[config.mk]
export PLATFORM = sky130hd
export DESIGN_NAME = multi_unit_sched
export DESIGN_NICKNAME = d
export VERILOG_FILES = /design/src/rtl/multi_unit_sched_pkg.sv /design/src/rtl/rr_arbiter.sv /design/src/rtl/multi_unit_sched.sv
export SDC_FILE = /design/constraint.sdc
export NUM_CORES = 1
export LEC_CHECK = 0
export CAP_MARGIN = 10
export CORE_AREA = 2 2 127 98
export DETAILED_ROUTE_END_ITERATION = 7
export DIE_AREA = 0 0 129 100
export PLACE_DENSITY = 0.86
export SYNTH_ARGS = -nofsm -noshare
export SYNTH_HDL_FRONTEND = slang
export SYNTH_SLANG_ARGS = --single-unit
[constraint.sdc]
create_clock -name clock -period 3.4 [get_ports clock]
set_input_delay 0.68 -clock clock [delete_from_list [all_inputs] [get_ports clock]]
set_output_delay 0.68 -clock clock [all_outputs]
set_load 0.02 [all_outputs]
[src/rtl/multi_unit_sched_pkg.sv]
// Shared types and default parameters for the multi-unit scheduler.
// The state encoding is common to the top-level FSM and any debug tooling.
package multi_unit_sched_pkg;

  typedef enum logic [1:0] {
    IDLE  = 2'd0,
    ISSUE = 2'd1,
    WAIT  = 2'd2,
    RESP  = 2'd3
  } state_t;

  localparam int DEF_N       = 4;
  localparam int DEF_W       = 32;
  localparam int DEF_TIMEOUT = 16;

endpackage

[src/rtl/rr_arbiter.sv]
// Combinational round-robin picker: grants the first requester at or after ptr,
// wrapping modulo N. Reusable outside the scheduler.
module rr_arbiter #(
  parameter int N  = 4,
  parameter int IW = (N > 1) ? $clog2(N) : 1
) (
  input  logic [N-1:0]  req,
  input  logic [IW-1:0] ptr,
  output logic [N-1:0]  grant,
  output logic [IW-1:0] idx,
  output logic          any
);

  logic [N-1:0]  rot_req;
  logic [IW-1:0] rot_pos [N];

  // rot_pos[gi] is the requester examined at priority rank gi; ptr is always < N
  for (genvar gi = 0; gi < N; gi++) begin : g_rot
    logic [IW:0] sum;
    assign sum          = {1'b0, ptr} + (IW+1)'(gi);
    assign rot_pos[gi]  = (sum >= (IW+1)'(N)) ? IW'(sum - (IW+1)'(N)) : sum[IW-1:0];
    assign rot_req[gi]  = req[rot_pos[gi]];
  end

  always_comb begin
    grant = '0;
    idx   = '0;
    any   = 1'b0;
    for (int k = 0; k < N; k++) begin
      if (!any && rot_req[k]) begin
        any = 1'b1;
        idx = rot_pos[k];
      end
    end
    if (any) grant[idx] = 1'b1;
  end

endmodule

[src/rtl/multi_unit_sched.sv]
// Serializes jobs from N requesters onto one variable-latency unit, returns each
// result to its originator, and aborts a hung unit after TIMEOUT wait cycles.
module multi_unit_sched
  import multi_unit_sched_pkg::*;
#(
  parameter int N       = DEF_N,
  parameter int W       = DEF_W,
  parameter int TIMEOUT = DEF_TIMEOUT
) (
  input  logic           clock,
  input  logic           reset,
  input  logic [N-1:0]   req_valid,
  input  logic [N*W-1:0] req_data,
  output logic [N-1:0]   req_ready,
  output logic [N-1:0]   resp_valid,
  input  logic [N-1:0]   resp_ready,
  output logic [W-1:0]   resp_data,
  output logic           resp_err,
  output logic           unit_start,
  output logic [W-1:0]   unit_inp,
  input  logic           unit_done,
  input  logic [W-1:0]   unit_out,
  output logic           unit_reset,
  output logic           busy
);

  localparam int IW = $clog2(N);
  localparam int CW = $clog2(TIMEOUT);

  state_t         state_reg, state_next;
  logic [IW-1:0]  ptr_reg, owner_reg, owner_inc;
  logic [W-1:0]   operand_reg, resp_data_reg;
  logic           resp_err_reg;
  logic [CW-1:0]  wait_cnt_reg;
  logic           timeout_pulse_reg;
  logic           wait_expire;

  logic [N-1:0]   grant;
  logic [IW-1:0]  grant_idx;
  logic           grant_any;
  logic [W-1:0]   req_word [N];

  for (genvar gi = 0; gi < N; gi++) begin : g_word
    assign req_word[gi] = req_data[gi*W +: W];
  end

  rr_arbiter #(.N(N), .IW(IW)) u_arb (
    .req   (req_valid),
    .ptr   (ptr_reg),
    .grant (grant),
    .idx   (grant_idx),
    .any   (grant_any)
  );

  // A done in the final wait cycle takes priority over the abort
  assign wait_expire = (state_reg == WAIT) && !unit_done &&
                       (wait_cnt_reg == CW'(TIMEOUT - 1));
  assign owner_inc   = (owner_reg == IW'(N - 1)) ? '0 : owner_reg + IW'(1);

  always_comb begin
    state_next = state_reg;
    case (state_reg)
      IDLE:    if (grant_any) state_next = ISSUE;
      ISSUE:   state_next = WAIT;
      WAIT:    if (unit_done || wait_expire) state_next = RESP;
      RESP:    if (resp_ready[owner_reg]) state_next = IDLE;
      default: state_next = IDLE;
    endcase
  end

  always_ff @(posedge clock or posedge reset) begin
    if (reset) begin
      state_reg         <= IDLE;
      ptr_reg           <= '0;
      owner_reg         <= '0;
      operand_reg       <= '0;
      resp_data_reg     <= '0;
      resp_err_reg      <= 1'b0;
      wait_cnt_reg      <= '0;
      timeout_pulse_reg <= 1'b0;
    end else begin
      state_reg         <= state_next;
      timeout_pulse_reg <= wait_expire;
      case (state_reg)
        IDLE: begin
          if (grant_any) begin
            operand_reg <= req_word[grant_idx];
            owner_reg   <= grant_idx;
          end
        end
        ISSUE: wait_cnt_reg <= '0;
        WAIT: begin
          if (unit_done) begin
            resp_data_reg <= unit_out;
            resp_err_reg  <= 1'b0;
          end else if (wait_expire) begin
            resp_data_reg <= '0;
            resp_err_reg  <= 1'b1;
          end else begin
            wait_cnt_reg <= wait_cnt_reg + CW'(1);
          end
        end
        RESP: if (resp_ready[owner_reg]) ptr_reg <= owner_inc;
        default: ;
      endcase
    end
  end

  // Grant is suppressed while reset is asserted so no handshake can slip through
  assign req_ready = (state_reg == IDLE && !reset) ? grant : '0;

  for (genvar gi = 0; gi < N; gi++) begin : g_resp
    assign resp_valid[gi] = (state_reg == RESP) && (owner_reg == IW'(gi));
  end

  assign resp_data  = resp_data_reg;
  assign resp_err   = resp_err_reg;
  assign unit_start = (state_reg == ISSUE);
  assign unit_inp   = operand_reg;
  assign unit_reset = reset | timeout_pulse_reg;
  assign busy       = (state_reg != IDLE);

endmodule

## Yosys cells after proc, flatten, opt, wreduce, memory -nomap -nowiden

Cells that the tools add are included.

- Register bits after elaboration: 76
- Logic and storage cells: 111
- Output and inout port bits: 76
- Bits of input ports: 171

- Reduce and logical (&&, ||, !) cells: 27
- Bitwise operators: 2
- Add/subtract/negate cells: 9
- Equality and inequality tests: 12
- Muxes and demuxes: 41
- $lt $le $gt $ge: 12

Operators by type and width:

| operator | count |
|---|---|
| $mux 32 | 4 |
| $bmux 32 s2 | 1 |
| $mux 2 | 12 |
| $lt 2x3->1 const B | 6 |
| $mux 4 | 4 |
| $ge 3x3->1 const B | 4 |
| $mux 1 | 12 |
| $logic_and 1x1->1 | 11 |
| $bmux 1 s2 | 5 |
| $eq 2x2->1 const B | 4 |
| $ne 2x2->1 const B | 4 |
| $pmux 2 s4 | 1 |
| $pmux 4 s2 | 1 |
| $sub 2x1->2 const B | 4 |
| $add 2x2->3 const B | 2 |
| $reduce_and 2->1 | 3 |
| $reduce_and 3->1 | 2 |
| $reduce_bool 2->1 | 3 |
| $logic_not 1->1 | 5 |
| $add 4x1->4 const B | 1 |
| $eq 2x1->1 const B | 2 |
| $eq 4x4->1 const B | 1 |
| $logic_not 2->1 | 2 |
| $add 2x1->3 const B | 1 |
| 8 further kinds | 8 |

## Logic depth before layout (Yosys ltp)

- Depth after elaboration: 20
- Gate-level depth with buffers: 8
- Mapped depth without buffers: 7

## Modules after synthesis

From an unflattened synthesis, not the netlist that was laid out.

- Cell total of the unflattened synthesis: 291
- Area total of the unflattened synthesis: 4,108.9 um^2

By module, submodules not included:

| module | times used | area an instance (um^2) | sequential area each (um^2) | cells an instance |
|---|---|---|---|---|
| multi_unit_sched | 1 | 3,897.5 | 1,901.8 | 258 |
| rr_arbiter | 1 | 211.5 | 0.0 | 33 |

## Worst setup path after synthesis

OpenSTA, ideal clock, no wires.

- Kind: input to output
- Start: input reset
- End: output req_ready[0]
- Data required time: 2,720 ps
- Path buffers: 0
- Path slack: -42 ps
- Stages on the path: 2
- Data arrival time: 2,762 ps
- Cell sequence: inv_1 -> and3_1

- Longest elaborated chain between the ends: 3

Ends and longest elaborated chain:

| item | line | source |
|---|---|---|
| start, declared | multi_unit_sched.sv:11 | `input logic reset,` |
| $logic_not 1->1 | multi_unit_sched.sv:110 | `assign req_ready = (state_reg == IDLE && !reset) ? grant : '0;` |
| $logic_and 1x1->1 | multi_unit_sched.sv:110 |  |
| $mux 4 | multi_unit_sched.sv:110 |  |
| end, declared | multi_unit_sched.sv:14 | `output logic [N-1:0] req_ready,` |

Every way passes these cells.

## Worst setup path after layout

- Start: input req_valid[0]
- End: output req_ready[3]

- Longest elaborated chain between the ends: 18
- Elaborated cells between the ends (all ways): 29
- Those cells by class: order compare: 2; mux: 20; reduce/logical: 7

Ends and longest elaborated chain:

| item | line | source |
|---|---|---|
| start, declared | multi_unit_sched.sv:12 | `input logic [N-1:0] req_valid,` |
| $bmux 1 s2 | rr_arbiter.sv:22 | `assign rot_req[gi] = req[rot_pos[gi]];` |
| $mux 1 (not written as such) | rr_arbiter.sv:22 |  |
| $mux 1 | rr_arbiter.sv:30 | `if (!any && rot_req[k]) begin` |
| $logic_not 1->1 | rr_arbiter.sv:30 |  |
| $logic_and 1x1->1 | rr_arbiter.sv:30 |  |
| $mux 1 | rr_arbiter.sv:30 |  |
| $logic_not 1->1 | rr_arbiter.sv:30 |  |
| $logic_and 1x1->1 | rr_arbiter.sv:30 |  |
| [... 2 more ...] | n/a |  |
| $logic_and 1x1->1 | rr_arbiter.sv:30 |  |
| $mux 2 | rr_arbiter.sv:30 |  |
| $lt 2x3->1 (not written as such) or $ge 2x1->1 (tied branches) | rr_arbiter.sv:35 | `if (any) grant[idx] = 1'b1;` |
| $logic_and 1x1->1 (not written as such) | rr_arbiter.sv:35 |  |
| $mux 1 (not written as such) | rr_arbiter.sv:35 |  |
| $demux 1 s2 | n/a |  |
| $mux 4 * | rr_arbiter.sv:35 |  |
| $mux 4 * | multi_unit_sched.sv:110 |  |

Mark *: on every way between the ends. The rest lies on a longest branch, timed or not. The select of a mux whose other input is x is not followed.

==> metrics.txt <==
outcome=finished, final reports clean; most frequent CP cell=clkdlybuf4s50_1; RSZ-0062 raised after global routing=no; min Tclk post-route=3.26 ns; die height=100 um; total I/O pin count=247; starting density of the core=37.6%; Sw Share=41.2%; fmax=307 MHz; Mapped Area=4460 sq um; share of cells above drive strength 1=15.2%; Buffers & Inverters on Critical Path=3; asr flop ratio synth=100%; Total Wirelength=14.8 mm; synthesized-area fraction occupied by adder cells=2.52%; CP max-delay cell=clkdlybuf4s50_1; CTS Root Cell=clkbuf_16; Hold-fix buffers, CTS=0; clock power share=15.6%; dpl cells=791; Critical Path Max Stage Delay=0.66 ns; routed vias/inst=5.31; EDFF count, synth=0; die area=12900 sq um; post-synthesis simple-gate area fraction=8.58%; syn nets=579; Tcrit/Tclk final=95.7%; # diodes=0; Reg power frac=26.5%; WL/cell=18.3 um; synth unique cells=47; Int Pwr=3.66 mW; routed vias=4278; Detailed Route Iter0 Violations=184; # DRC=0; Setup-failing EPs final=0; commonest non-fill, non-tap cell in the layout=clkdlybuf4s50_1; maximum vdd drop=0.580 mV; Synth Area in Compound Gates=32.6%; max-cap violation count=0; Die Wd=129 um; data arrival time of the worst path=2.58 ns; post-CTS setup buffer count=0; Synth Register Bits=76; commonest non-fill, non-tap cells in the layout=244 x clkdlybuf4s50_1, 76 x dfrtp_1, 39 x nor2_1, 37 x o21ai_0; worst rel slew slack=24.1%; first-pass GRT wire length=21.7 mm; port bufs=246; initial antenna violation count=0; family with the most delay on the worst path=buffers and inverters; main flop type after synthesis=dfrtp_1; cts bufs inserted=9; Yosys warnings=0; worst hold-check path type=reg -> reg; Worst setup SP type=primary input; core area=11900 sq um; nets=816; power per standard cell area=844 nW/um^2; actual slew at the worst max-slew pin=1.13 ns; main combinational cell family by area after synthesis=compound AO/OA/AOI/OAI gates; Logic pwr share=58.0%; max-slew violation count=0; total global-route track usage=21.9%; Post-CTS Resized=1; Layout Cells excl Fill=806; placed instance area=7060 sq um; critical setup path kind=in -> out; GPL Wtd Cong=0.778; Seq/Total Area, Yosys=42.6%; Clock Skews=0.00323 ns; clk buf depth=2; fin area=7370 sq um; CTS tree=yes; Area Growth Syn to Fin=65.1%; mux contribution to synthesized area=7.94%; syn avg cell area=11.2 sq um; largest net degree at the start of global routing=65; DR pass1 iterations=5; crit-path max FO=5; xor-xnor portion of the synthesized cell area=0%; P_sw=2.56 mW; crit path cell chain=clkdlybuf4s50_1, nor4_2, buf_4, nand2b_2, nor4_1, clkdlybuf4s50_1; clk slew on worst S/H paths=0.06 ns; clk_lat worst skew=0.33 ns; Hold Fails Final Rpt=0; ANT nets after route=0; Crit path required time=2.72 ns; Post-DP HPWL=11.2 mm; Cells after Synth=399; Core Rows=35; WHS=0.504 ns; htree depth=3; Leak=3.01 nW; CP Capture Type=output pin; vias in the first global route=4172; total gr overflow=0; clock sinks=76
## layout make-up
cell class                 instances  area [sq um]
clock buffer                      12           256
fill                             909          4500
inverter                           9          37.5
tap                              166           208
timing repair buffer             262          2600
clock inverter                     3          46.3
sequential                        76          1900
multi-input combinational        278          2320
## metal layers
metal / track usage (%) / up-vias / part of all wire, %
met1: 26.0 / 2048 / 41
met5: 0 / - / 0
met2: 37.9 / 203 / 49
met4: 7.94 / 0 / 2.6
met3: 6.29 / 28 / 8.0
li1: - / 1999 / -
## kinds of logic after synthesis
family | after synthesis
fa+ha+maj | 9
mux | 34
simple gates | 78
flops | 76
buf+inv | 45
compound gates | 157
## through the flow
step	setup slack (ns)	util, %	power [mW]	TNS, ns
after floorplan	0.486	-	3.87	0
after global placement	0.0891	59.5	5.15	0
after detailed placement	-0.0305	59.5	5.26	-0.0305
after CTS	0.0434	62.0	6.26	0
after global routing	0.0497	62.1	6.56	0
final	0.145	62.1	6.22	0
## cells in the mapped netlist (all sizes together) (2+ instances only)
master / n / area [sq um]
nand2: 11 / 41.3
nor2: 41 / 156
nor3: 2 / 21.3
clkbuf: 19 / 78.8
buf: 17 / 144
dfrtp: 76 / 1900
mux2i: 32 / 320
and3: 3 / 18.8
a21oi: 6 / 30.0
nor4: 3 / 25.0
ha: 9 / 113
a221oi: 32 / 430
and2: 5 / 31.3
nand2b: 4 / 25.0
a22o: 32 / 280
nor2b: 4 / 25.0
o21ai: 41 / 209
o22ai: 33 / 382
o32a: 2 / 20.0
inv: 9 / 33.8
o31ai: 4 / 35.0
## final timing paths
| path | from | endpoint | slack [ns] | cells past startpoint |
|---|---|---|---|---|
| worst min-delay path | resp_data[18] | resp_data[18] | 0.50 | 1 |
| min in group asynchronous | reset | unit_inp[28] | 0.97 | 3 |
| max in group asynchronous | reset | resp_data[16] | 2.08 | 3 |
| worst max register to register | ptr_reg[1] | unit_inp[9] | 1.10 | 5 |
| worst max-delay path | req_valid[0] | req_ready[3] | 0.14 | 6 |
| worst min register to register | resp_data[18] | resp_data[18] | 0.50 | 1 |
## power groups by stage
stage | Combinational (mW) | Sequential [mW] | Clock, mW
3_3_place_gp | 3.52 | 1.63 | 0
5_1_grt | 3.84 | 1.70 | 1.02
6_report | 3.60 | 1.65 | 0.968
4_1_cts | 3.63 | 1.64 | 0.988
3_5_place_dp | 3.63 | 1.63 | 0
2_1_floorplan | 1.87 | 2.00 | 0
Note: power is estimated with default switching activity, not from simulation.
